$ cat config.mk
export PLATFORM = sky130hd
export DESIGN_NAME = pl_muldiv_ex_flat
export DESIGN_NICKNAME = d
export VERILOG_FILES = /design/src/rtl/pl_md_pkg.sv /design/src/rtl/pl_muldiv_ex_if.sv /design/src/rtl/pl_md_divstep.sv /design/src/rtl/pl_muldiv_ex.sv /design/src/flat_wrapper.sv
export SDC_FILE = /design/constraint.sdc
export NUM_CORES = 1
export LEC_CHECK = 0
export BUFFER_PORTS_ARGS = -buffer_cell sky130_fd_sc_hd__buf_2
export CELL_PAD_IN_SITES_DETAIL_PLACEMENT = 1
export CELL_PAD_IN_SITES_GLOBAL_PLACEMENT = 2
export CORE_MARGIN = 5
export CORE_UTILIZATION = 33
export CTS_CLUSTER_SIZE = 28
export DETAILED_ROUTE_END_ITERATION = 7
export PLACE_DENSITY = 0.86
export SETUP_SLACK_MARGIN = 0.05
export SYNTH_ARGS = -nofsm -noshare
export SYNTH_HDL_FRONTEND = slang
export SYNTH_HIERARCHICAL = 1
export SYNTH_SLANG_ARGS = --single-unit
export TNS_END_PERCENT = 50
$ cat constraint.sdc
create_clock -name clk -period 5.2 [get_ports clk]
set_clock_uncertainty 0.05 [all_clocks]
set_input_delay 1.3 -clock clk [delete_from_list [all_inputs] [get_ports clk]]
set_output_delay 1.3 -clock clk [all_outputs]
set_load 0.1 [all_outputs]
$ cat src/rtl/pl_md_pkg.sv
// Shared definitions for the execute-stage multiply/divide unit.
// Holds funct3 encodings, the controller state type and the iteration count.
// Helper functions decode operand signedness from funct3.
package pl_md_pkg;

    localparam logic [2:0] F3_MUL    = 3'b000;
    localparam logic [2:0] F3_MULH   = 3'b001;
    localparam logic [2:0] F3_MULHSU = 3'b010;
    localparam logic [2:0] F3_MULHU  = 3'b011;
    localparam logic [2:0] F3_DIV    = 3'b100;
    localparam logic [2:0] F3_DIVU   = 3'b101;
    localparam logic [2:0] F3_REM    = 3'b110;
    localparam logic [2:0] F3_REMU   = 3'b111;

    localparam int MD_ITER = 32;

    typedef enum logic [1:0] {
        ST_IDLE = 2'd0,
        ST_MUL  = 2'd1,
        ST_DIV  = 2'd2,
        ST_DONE = 2'd3
    } md_state_t;

    // Operation context captured when an op is accepted.
    typedef struct packed {
        logic [2:0] funct3;
        logic [4:0] rd;
        logic       a_neg;
        logic       b_neg;
    } md_op_t;

    // rs1 is two's complement for MULH, MULHSU, DIV and REM.
    function automatic logic a_is_signed(input logic [2:0] f3);
        return (f3 == F3_MULH) || (f3 == F3_MULHSU) || (f3 == F3_DIV) || (f3 == F3_REM);
    endfunction

    // rs2 is two's complement for MULH, DIV and REM only.
    function automatic logic b_is_signed(input logic [2:0] f3);
        return (f3 == F3_MULH) || (f3 == F3_DIV) || (f3 == F3_REM);
    endfunction

endpackage

$ cat src/rtl/pl_muldiv_ex_if.sv
// Execute-stage bundle between the pipeline and the multiply/divide unit.
// Pipeline drives the op; the unit answers with stall, done pulse and result.
// The pipeline holds the op stable for as long as StallMD is high.
interface pl_muldiv_ex_if;

    logic        MdE;
    logic [2:0]  funct3E;
    logic [31:0] SrcAE;
    logic [31:0] SrcBE;
    logic [4:0]  RdE;
    logic        FlushE;
    logic        StallMD;
    logic        MdDoneE;
    logic [31:0] MdResultE;
    logic [4:0]  MdRdE;

    // Pipeline side: issues the op, observes stall and completion.
    modport master (
        output MdE, funct3E, SrcAE, SrcBE, RdE, FlushE,
        input  StallMD, MdDoneE, MdResultE, MdRdE
    );

    // Unit side: consumes the op, produces stall and completion.
    modport slave (
        input  MdE, funct3E, SrcAE, SrcBE, RdE, FlushE,
        output StallMD, MdDoneE, MdResultE, MdRdE
    );

endinterface

$ cat src/rtl/pl_md_divstep.sv
// One restoring-division step on unsigned magnitudes.
// Latency: purely combinational.
// Backpressure: none; evaluated every cycle the divider iterates.
module pl_md_divstep (
    input  logic [31:0] rem_in,
    input  logic [31:0] divisor,
    input  logic        din,
    output logic [31:0] rem_out,
    output logic        q_bit
);

    logic [32:0] shifted;
    logic [32:0] diff;

    // Shift in the next dividend bit, trial-subtract, keep difference if non-negative.
    // The running remainder is always below the divisor, so the kept value fits 32 bits.
    always_comb begin
        shifted = {rem_in, din};
        diff    = shifted - {1'b0, divisor};
        q_bit   = ~diff[32];
        rem_out = q_bit ? diff[31:0] : shifted[31:0];
    end

endmodule

$ cat src/rtl/pl_muldiv_ex.sv
// Iterative RV32M multiply/divide unit living in the execute stage.
// Latency: 33 cycles accept-to-done for iterative ops, 1 cycle for div-by-zero/overflow.
// Backpressure: StallMD freezes the front of the pipeline while an op is in flight.
module pl_muldiv_ex
    import pl_md_pkg::*;
(
    input  logic          clk,
    input  logic          clr_n,
    pl_muldiv_ex_if.slave md
);

    md_state_t   state;
    md_state_t   state_nxt;
    md_op_t      op;
    logic [4:0]  cnt;
    logic [63:0] acc;
    logic [31:0] opnd;
    logic [31:0] result_q;
    logic [4:0]  rd_q;

    logic        accept;
    logic        last_iter;
    logic        stall;
    logic        done;

    logic        a_neg;
    logic        b_neg;
    logic [31:0] a_mag;
    logic [31:0] b_mag;
    logic        is_div_op;
    logic        is_rem_in;
    logic        div_zero;
    logic        div_ovf;
    logic        special;
    logic [31:0] special_res;

    logic [32:0] mul_sum;
    logic [63:0] mul_nxt;
    logic [63:0] mul_prod;
    logic [31:0] mul_res;

    logic [31:0] dstep_rem;
    logic        dstep_q;
    logic [63:0] div_nxt;
    logic [31:0] quo_s;
    logic [31:0] rem_s;
    logic [31:0] div_res;

    pl_md_divstep u_divstep (
        .rem_in  (acc[63:32]),
        .divisor (opnd),
        .din     (acc[31]),
        .rem_out (dstep_rem),
        .q_bit   (dstep_q)
    );

    // Decode the incoming op: magnitudes, signs and the two short-circuit cases.
    always_comb begin
        a_neg     = a_is_signed(md.funct3E) & md.SrcAE[31];
        b_neg     = b_is_signed(md.funct3E) & md.SrcBE[31];
        a_mag     = a_neg ? (~md.SrcAE + 32'd1) : md.SrcAE;
        b_mag     = b_neg ? (~md.SrcBE + 32'd1) : md.SrcBE;
        is_div_op = md.funct3E inside {F3_DIV, F3_DIVU, F3_REM, F3_REMU};
        is_rem_in = md.funct3E inside {F3_REM, F3_REMU};
        div_zero  = is_div_op && (md.SrcBE == 32'd0);
        div_ovf   = (md.funct3E inside {F3_DIV, F3_REM})
                    && (md.SrcAE == 32'h8000_0000) && (md.SrcBE == 32'hFFFF_FFFF);
        special   = div_zero || div_ovf;
        if (div_zero) begin
            special_res = is_rem_in ? md.SrcAE : 32'hFFFF_FFFF;
        end else begin
            special_res = is_rem_in ? 32'd0 : 32'h8000_0000;
        end
    end

    // One shift-add multiply step and one restoring divide step on the shared register,
    // plus the sign fix-up applied to the value that lands on the final iteration.
    always_comb begin
        mul_sum  = {1'b0, acc[63:32]} + (acc[0] ? {1'b0, opnd} : 33'd0);
        mul_nxt  = {mul_sum, acc[31:1]};
        mul_prod = (op.a_neg ^ op.b_neg) ? (~mul_nxt + 64'd1) : mul_nxt;
        mul_res  = (op.funct3 == F3_MUL) ? mul_prod[31:0] : mul_prod[63:32];

        div_nxt  = {dstep_rem, acc[30:0], dstep_q};
        quo_s    = (op.a_neg ^ op.b_neg) ? (~div_nxt[31:0] + 32'd1) : div_nxt[31:0];
        rem_s    = op.a_neg ? (~div_nxt[63:32] + 32'd1) : div_nxt[63:32];
        div_res  = (op.funct3 inside {F3_REM, F3_REMU}) ? rem_s : quo_s;
    end

    // Controller next-state and handshake outputs.
    always_comb begin
        state_nxt = state;
        stall     = 1'b0;
        done      = 1'b0;
        accept    = 1'b0;
        last_iter = (cnt == 5'(MD_ITER - 1));
        unique case (state)
            ST_IDLE: begin
                if (md.MdE && !md.FlushE) begin
                    accept = 1'b1;
                    stall  = 1'b1;
                    if (special) begin
                        state_nxt = ST_DONE;
                    end else if (is_div_op) begin
                        state_nxt = ST_DIV;
                    end else begin
                        state_nxt = ST_MUL;
                    end
                end
            end
            ST_MUL, ST_DIV: begin
                if (md.FlushE) begin
                    state_nxt = ST_IDLE;
                end else begin
                    stall = 1'b1;
                    if (last_iter) begin
                        state_nxt = ST_DONE;
                    end
                end
            end
            ST_DONE: begin
                done      = ~md.FlushE;
                state_nxt = ST_IDLE;
            end
            default: state_nxt = ST_IDLE;
        endcase
    end

    // Controller state register.
    always_ff @(posedge clk) begin
        if (!clr_n) begin
            state <= ST_IDLE;
        end else begin
            state <= state_nxt;
        end
    end

    // Datapath: capture on accept, iterate, and publish the result on the way into DONE.
    always_ff @(posedge clk) begin
        if (!clr_n) begin
            op       <= '0;
            cnt      <= '0;
            acc      <= '0;
            opnd     <= '0;
            result_q <= '0;
            rd_q     <= '0;
        end else begin
            unique case (state)
                ST_IDLE: begin
                    if (accept) begin
                        op  <= {md.funct3E, md.RdE, a_neg, b_neg};
                        cnt <= '0;
                        if (special) begin
                            result_q <= special_res;
                            rd_q     <= md.RdE;
                        end else if (is_div_op) begin
                            acc  <= {32'd0, a_mag};
                            opnd <= b_mag;
                        end else begin
                            acc  <= {32'd0, b_mag};
                            opnd <= a_mag;
                        end
                    end
                end
                ST_MUL: begin
                    if (!md.FlushE) begin
                        acc <= mul_nxt;
                        cnt <= cnt + 5'd1;
                        if (last_iter) begin
                            result_q <= mul_res;
                            rd_q     <= op.rd;
                        end
                    end
                end
                ST_DIV: begin
                    if (!md.FlushE) begin
                        acc <= div_nxt;
                        cnt <= cnt + 5'd1;
                        if (last_iter) begin
                            result_q <= div_res;
                            rd_q     <= op.rd;
                        end
                    end
                end
                default: ;
            endcase
        end
    end

    // Reset overrides the stall and done indications in the same cycle.
    assign md.StallMD   = stall & clr_n;
    assign md.MdDoneE   = done & clr_n;
    assign md.MdResultE = result_q;
    assign md.MdRdE     = rd_q;

endmodule
$ cat src/flat_wrapper.sv
// flat-port wrapper written by rule: the top's interface ports become plain ports
module pl_muldiv_ex_flat import pl_md_pkg::*;
  (clk, clr_n, md_MdE, md_funct3E, md_SrcAE, md_SrcBE, md_RdE, md_FlushE, md_StallMD, md_MdDoneE, md_MdResultE, md_MdRdE);
  pl_muldiv_ex_if md_i ();
  input  logic clk;
  input  logic clr_n;
  input wire logic [$bits(md_i.MdE)-1:0] md_MdE;
  input wire logic [$bits(md_i.funct3E)-1:0] md_funct3E;
  input wire logic [$bits(md_i.SrcAE)-1:0] md_SrcAE;
  input wire logic [$bits(md_i.SrcBE)-1:0] md_SrcBE;
  input wire logic [$bits(md_i.RdE)-1:0] md_RdE;
  input wire logic [$bits(md_i.FlushE)-1:0] md_FlushE;
  output wire logic [$bits(md_i.StallMD)-1:0] md_StallMD;
  output wire logic [$bits(md_i.MdDoneE)-1:0] md_MdDoneE;
  output wire logic [$bits(md_i.MdResultE)-1:0] md_MdResultE;
  output wire logic [$bits(md_i.MdRdE)-1:0] md_MdRdE;
  assign md_i.MdE = md_MdE;
  assign md_i.funct3E = md_funct3E;
  assign md_i.SrcAE = md_SrcAE;
  assign md_i.SrcBE = md_SrcBE;
  assign md_i.RdE = md_RdE;
  assign md_i.FlushE = md_FlushE;
  assign md_StallMD = md_i.StallMD;
  assign md_MdDoneE = md_i.MdDoneE;
  assign md_MdResultE = md_i.MdResultE;
  assign md_MdRdE = md_i.MdRdE;
  pl_muldiv_ex u_core (.clk(clk), .clr_n(clr_n), .md(md_i));
endmodule
; ---- Word-level counts from Yosys, hierarchy flattened
; Index checks and enable logic that the tools add are counted.
; Widths: inputs -> output; s select.
[op_classes]
addsub = 8
n_eq_ne = 25
mux = 45
bitwise = 13
reduce_logical = 28
[op_table]
columns = cell, count
row1 = $mux 32, 19
row2 = $mux 64, 5
row3 = $pmux 64 s3, 1
row4 = $add 32x1->32 const B, 4
row5 = $not 32->32, 4
row6 = $pmux 32 s3, 1
row7 = $add 64x1->64 const B, 1
row8 = $eq 32x32->1 const B, 2
row9 = $not 64->64, 1
row10 = $add 32x33->33, 1
row11 = $sub 33x32->33, 1
row12 = $logic_not 32->1, 1
row13 = $mux 5, 6
row14 = $pmux 5 s2, 2
row15 = $eq 3x3->1 const B, 6
row16 = $ne 2x1->1 const B, 6
row17 = $mux 2, 5
row18 = $reduce_and 5->1, 2
row19 = $ne 2x2->1 const B, 4
row20 = $reduce_bool 2->1, 4
row21 = $reduce_and 7->1, 1
row22 = $logic_or 1x1->1, 6
row23 = $pmux 2 s3, 1
row24 = $reduce_and 3->1, 2
row25 = other kinds (20), 33
[word_totals]
reg_bits = 150

; ---- Logic depth before layout (Yosys ltp)
[depth]
ltp_word = 10
ltp_mapped = 26
depth_no_buf = 24

; ---- Modules after synthesis
; Netlist, hierarchy kept.
[by_module_without_submodules]
columns = mod, instances, cells_each, area_per_inst_um2, seq_area_each_um2
row1 = pl_muldiv_ex, 1, 2077, 14825.5, 3002.9
row2 = pl_md_divstep, 1, 305, 2358.5, 0.0

; ---- Worst setup path before layout
; OpenSTA, ideal clock, no wires.
[synth_path]
path_kind = register to register
from = reg u_core.acc[31]
to = reg u_core.result_q[30] (netlist: u_core/md.MdResultE[30])
setup_ns = 0.062
arrival_time_ns = 5.613
required_time_ns = 5.088
setup_slack_ns = -0.525
stages_incl_launch_ff = 24
period_less_slack_ns = 5.725
cell_sequence = dfxtp_1 > inv_1 > ha_1 > fa_1 > and2b_1 > o2111ai_2 > a21oi_2 > o2111ai_1 > a211oi_2 > nor2_4 > mux2i_4 > and2_4 > buf_12 > inv_8 > buf_12 > mux2_4 > or4_1 > or4_1 > or4_1 > o21ai_0 > xnor2_1 > o211ai_1 > a311oi_1 > a22o_1
[synth_via]
elab_chain_cells = 9
[synth_rtl]
columns = element, line
row1 = from (decl), pl_muldiv_ex.sv:16  ; logic [63:0] acc;
row2 = from (signal assigned), pl_muldiv_ex.sv:157  ; acc <= {32'd0, a_mag};
row3 = from (signal assigned), pl_muldiv_ex.sv:160  ; acc <= {32'd0, b_mag};
row4 = from (signal assigned), pl_muldiv_ex.sv:167  ; acc <= mul_nxt;
row5 = $sub 33x32->33, pl_md_divstep.sv:19  ; diff = shifted - {1'b0, divisor};
row6 = $mux 32, pl_md_divstep.sv:21  ; rem_out = q_bit ? diff[31:0] : shifted[31:0];
row7 = net u_core.dstep_rem[10], pl_muldiv_ex.sv:42  ; logic [31:0] dstep_rem;
row8 = $not 32->32, pl_muldiv_ex.sv:86  ; rem_s = op.a_neg ? (~div_nxt[63:32] + 32'd1) : div_nxt[63:32];
row9 = $add 32x1->32, pl_muldiv_ex.sv:86
row10 = $mux 32, pl_muldiv_ex.sv:86
row11 = $mux 32, pl_muldiv_ex.sv:87  ; div_res = (op.funct3 inside {F3_REM, F3_REMU}) ? rem_s : quo_s;
row12 = $mux 32, pl_muldiv_ex.sv:179  ; if (last_iter) begin
row13 = $mux 32, pl_muldiv_ex.sv:176  ; if (!md.FlushE) begin
row14 = $pmux 32 s3, pl_muldiv_ex.sv:148  ; unique case (state)
row15 = to (signal assigned), pl_muldiv_ex.sv:154  ; result_q <= special_res;
row16 = to (signal assigned), pl_muldiv_ex.sv:170  ; result_q <= mul_res;
row17 = to (signal assigned), pl_muldiv_ex.sv:180  ; result_q <= div_res;
row18 = to (decl), pl_muldiv_ex.sv:18  ; logic [31:0] result_q;
; The timed path passes the listed nets, and every way through them passes these cells. The select of a mux whose other input is x is not followed.
; A chain may end at the register's enable or synchronous reset.

; ---- Worst setup path in the final report
[layout_path]
from = reg u_core.acc[31]
to = reg u_core.result_q[29] (netlist: u_core/md.MdResultE[29])
[layout_via]
elab_chain_cells = 9
[layout_rtl]
columns = element, line
row1 = $sub 33x32->33, pl_md_divstep.sv:19
row2 = $not 1->1, pl_md_divstep.sv:20  ; q_bit = ~diff[32];
row3 = net u_core.dstep_q, pl_muldiv_ex.sv:43  ; logic dstep_q;
row4 = $not 32->32, pl_muldiv_ex.sv:85  ; quo_s = (op.a_neg ^ op.b_neg) ? (~div_nxt[31:0] + 32'd1) : div_nxt[31:0];
row5 = $add 32x1->32, pl_muldiv_ex.sv:85
row6 = $mux 32, pl_muldiv_ex.sv:85
row7 = $mux 32, pl_muldiv_ex.sv:87
row8 = $mux 32, pl_muldiv_ex.sv:179
row9 = $mux 32, pl_muldiv_ex.sv:176
row10 = $pmux 32 s3, pl_muldiv_ex.sv:148
; The timed path passes the listed nets, and every way through them passes these cells. The select of a mux whose other input is x is not followed.

==> run metrics <==
routed len/inst between 20 and 30 microns; drt first pass iters 5; LEAKAGE 8.19 nW; Clock Tree Buf Depth 2; area delta synth->final 17.7%; setup slack after placement -0.386 ns; synth warn 6; total track usage 0.282; Slew @ Worst Pin ~1.1 ns; outcome complete, but fails checks; Ports 115; CTS Buf Count 17; Setup-failing EPs final 16; port bufs 114; share of cells above drive strength 1 0.188; Inst Count DP ~3200; Fillers 6409; CP endpoint kind flop; CTS clk-pin slew, worst paths 0.08 ns; FF-to-FF End u_core/md.MdResultE[29]$_SDFFE_PN0P_; Hold Crit Class flop to flop; Initial Utilization 0.334; CTS Root Cell clkbuf_16; area occupied by multi-input gates 0.0133 sq mm; number of flops mapped to enable cells by yosys 0; vias in the first global route 19594; commonest non-fill, non-tap cell in the layout nand2_1; reg2reg path depth 22; core area just over 0.05 sq mm; NumNets Final 2687; insertion delay to the later sink of the worst-skew pair 0.51 ns; final critical-path share of the clock period 1.05; routed wire length 82.9 mm; Die Wd 238 microns; worst r2r src u_core/acc[31]$_SDFFE_PN0P_; failing checks negative setup slack; Pwr Density 507 mW/mm^2; DRC violations left 0; hold_buf cts 0; reg2reg setup slack -0.27 ns; critical path required time 5.54 ns; grt total ovfl 0; post-route ant nets 0; Worst Setup Start Kind flop; Die Y-Extent ~240 microns; TritonCTS clock tree built; unrepaired setup endpoints after global routing yes; first-pass GRT wire length 124 mm; worst setup margin -0.271 ns; post-synth net total 2538; hold_ws 0.417 ns; Cell Area, Synth between 0.015 and 0.02 sq mm; htree depth 4; top_reg_cell synth dfxtp_1; critical path class flop to flop; initial antenna violation count 9; peak supply drop 0.342 mV; # clock sinks 150; Max Clk Rate around 0.18 GHz; Bufs and invs on worst path 2; Crit path depth 22; GPL Wtd Cong 1.02; Synth cell types between 100 and 150; Post-synth ARST share 0; FF/Latch Area about 0.003 sq mm; initial DRC count 1697; final hold viol count 0; FP Rows 83; vias per cell 6.03; Max stage delay on crit path 0.54 ns; slowest cell on the critical path or4_4; sequential cell area fraction in the yosys report 0.175; FF+latch count, synth 150; Post-Syn Instances around 2400; die area 0.0567 sq mm; CP max FO 5; vias 19450; CP top delay family compound AO/OA/AOI/OAI gates; Avg Cell Area, Syn 7.21 sq um; CP Data Arrival Time 5.81 ns; Max-cap violations 0; most frequent cells in the layout 292 x nand2_1, 202 x a21oi_1, 197 x buf_4, 163 x o21ai_0, 153 x nor2_1; Final Max Tran Viols 0; total power 0.0102 W; final non-filler cell total 3225; critical-path cell list inv_2 -> ha_4 -> fa_2 -> and2b_2 -> o2111ai_4 -> a21oi_4 -> o2111ai_4 -> a211oi_4 -> nor2_4 -> mux2i_4 -> and2_4 -> inv_8 -> mux2_4 -> or4_4 -> or4_4 -> or2_4 -> o31a_1 -> a21oi_2 -> xnor2_1 -> a21oi_1 -> o21ai_1 -> o311a_1; pin count of the biggest net entering global routing 87; Worst Setup EP u_core/md.MdResultE[29]$_SDFFE_PN0P_; HPWL after detailed placement 65.9 mm; Final min period about 5.5 ns; Setup crit start u_core/acc[31]$_SDFFE_PN0P_; relative slew slack 0.294
==> tightest hold or removal path: stages (launching register included) <==
cell and delay [ns]:
dfxtp_1 0.32, nand2_1 0.05, a21oi_1 0.05
==> per-layer routing <==
metal,track usage,routed length (microns)
met5,0,44
met2,0.456,38200
met3,0.0500,5320
met1,0.374,35900
met4,0.113,3470
==> Yosys cell counts (all sizes together), types with 49 or more instances <==
| master | instances | share of area |
|---|---|---|
| and2 | 53 | 0.020 |
| o21ai | 184 | 0.054 |
| xor2 | 107 | 0.055 |
| mux2i | 50 | 0.030 |
| a21oi | 213 | 0.064 |
| o211ai | 70 | 0.031 |
| nand3 | 59 | 0.017 |
| xnor2 | 115 | 0.059 |
| inv | 68 | 0.015 |
| dfxtp | 150 | 0.17 |
| nor3 | 49 | 0.016 |
| ha | 78 | 0.057 |
| nor2 | 154 | 0.034 |
| nand2 | 296 | 0.065 |
| clkbuf | 139 | 0.030 |
==> layout make-up <==
cell class,instances,area share
timing repair buffer,318,0.108
tap,680,0.0421
clock inverter,15,0.00798
antenna,1,0.000124
multi-input combinational,1974,0.659
inverter,69,0.0132
clock buffer,17,0.0210
sequential,150,0.149
timing repair inverter,1,0.000309
==> sequential cells by signal (all words and copies together) (netlist names) <==
register             count
u_core/md.MdRdE          5
u_core/op               10
u_core/acc              64
u_core/md.MdResultE     32
u_core/cnt               5
u_core/opnd             32
u_core/state             2
==> stage by stage <==
step	cell area (sq um)	util	setup TNS, ns
after floorplan	17300	-	-1.90
after global placement	19300	0.376	-1.53
after detailed placement	19300	0.376	-4.11
after CTS	20100	0.390	-3.46
after global routing	20200	0.393	-7.05
final	20200	0.393	-2.93
==> where the power goes <==
part           switching, W  internal [W]  leakage, nW
Clock              0.000669      0.000638        0.279
Sequential         0.000386       0.00135         1.22
Combinational       0.00460       0.00260         6.69
==> repair_timing <==
item | 4_1_cts | 5_1_grt
cloned | 1 | 0
pin swaps | 14 | 28
setup buffers | 6 | 6
resized for setup | 14 | 24
endpoints found under the setup margin | 20 | 24
==> kinds of logic (layout without fill, tap and decap cells) <==
kind of cell	count (synthesis)	after routing	synth area share
mux	73	73	0.0491
other cells	0	1	0
xor+xnor	222	222	0.114
fa+ha+maj	80	80	0.0591
compound gates	772	772	0.293
flops	150	150	0.175
simple gates	827	827	0.245
buf+inv	258	420	0.0656
==> how the worst min path moves through the flow <==
stage / to / depth (start not counted) / slack [ns] / startpoint
2_1_floorplan: u_core/op[2]$_SDFFE_PN0P_ / 2 / 0.39 / u_core/op[2]$_SDFFE_PN0P_
3_3_place_gp: u_core/op[3]$_SDFFE_PN0P_ / 2 / 0.39 / u_core/op[3]$_SDFFE_PN0P_
3_5_place_dp: u_core/op[5]$_SDFFE_PN0P_ / 2 / 0.40 / u_core/op[5]$_SDFFE_PN0P_
4_1_cts: u_core/op[5]$_SDFFE_PN0P_ / 2 / 0.41 / u_core/op[5]$_SDFFE_PN0P_
5_1_grt: u_core/op[2]$_SDFFE_PN0P_ / 2 / 0.44 / u_core/op[2]$_SDFFE_PN0P_
6_report: u_core/op[5]$_SDFFE_PN0P_ / 2 / 0.42 / u_core/op[5]$_SDFFE_PN0P_
No activity file was read; power rests on OpenSTA's default activity.
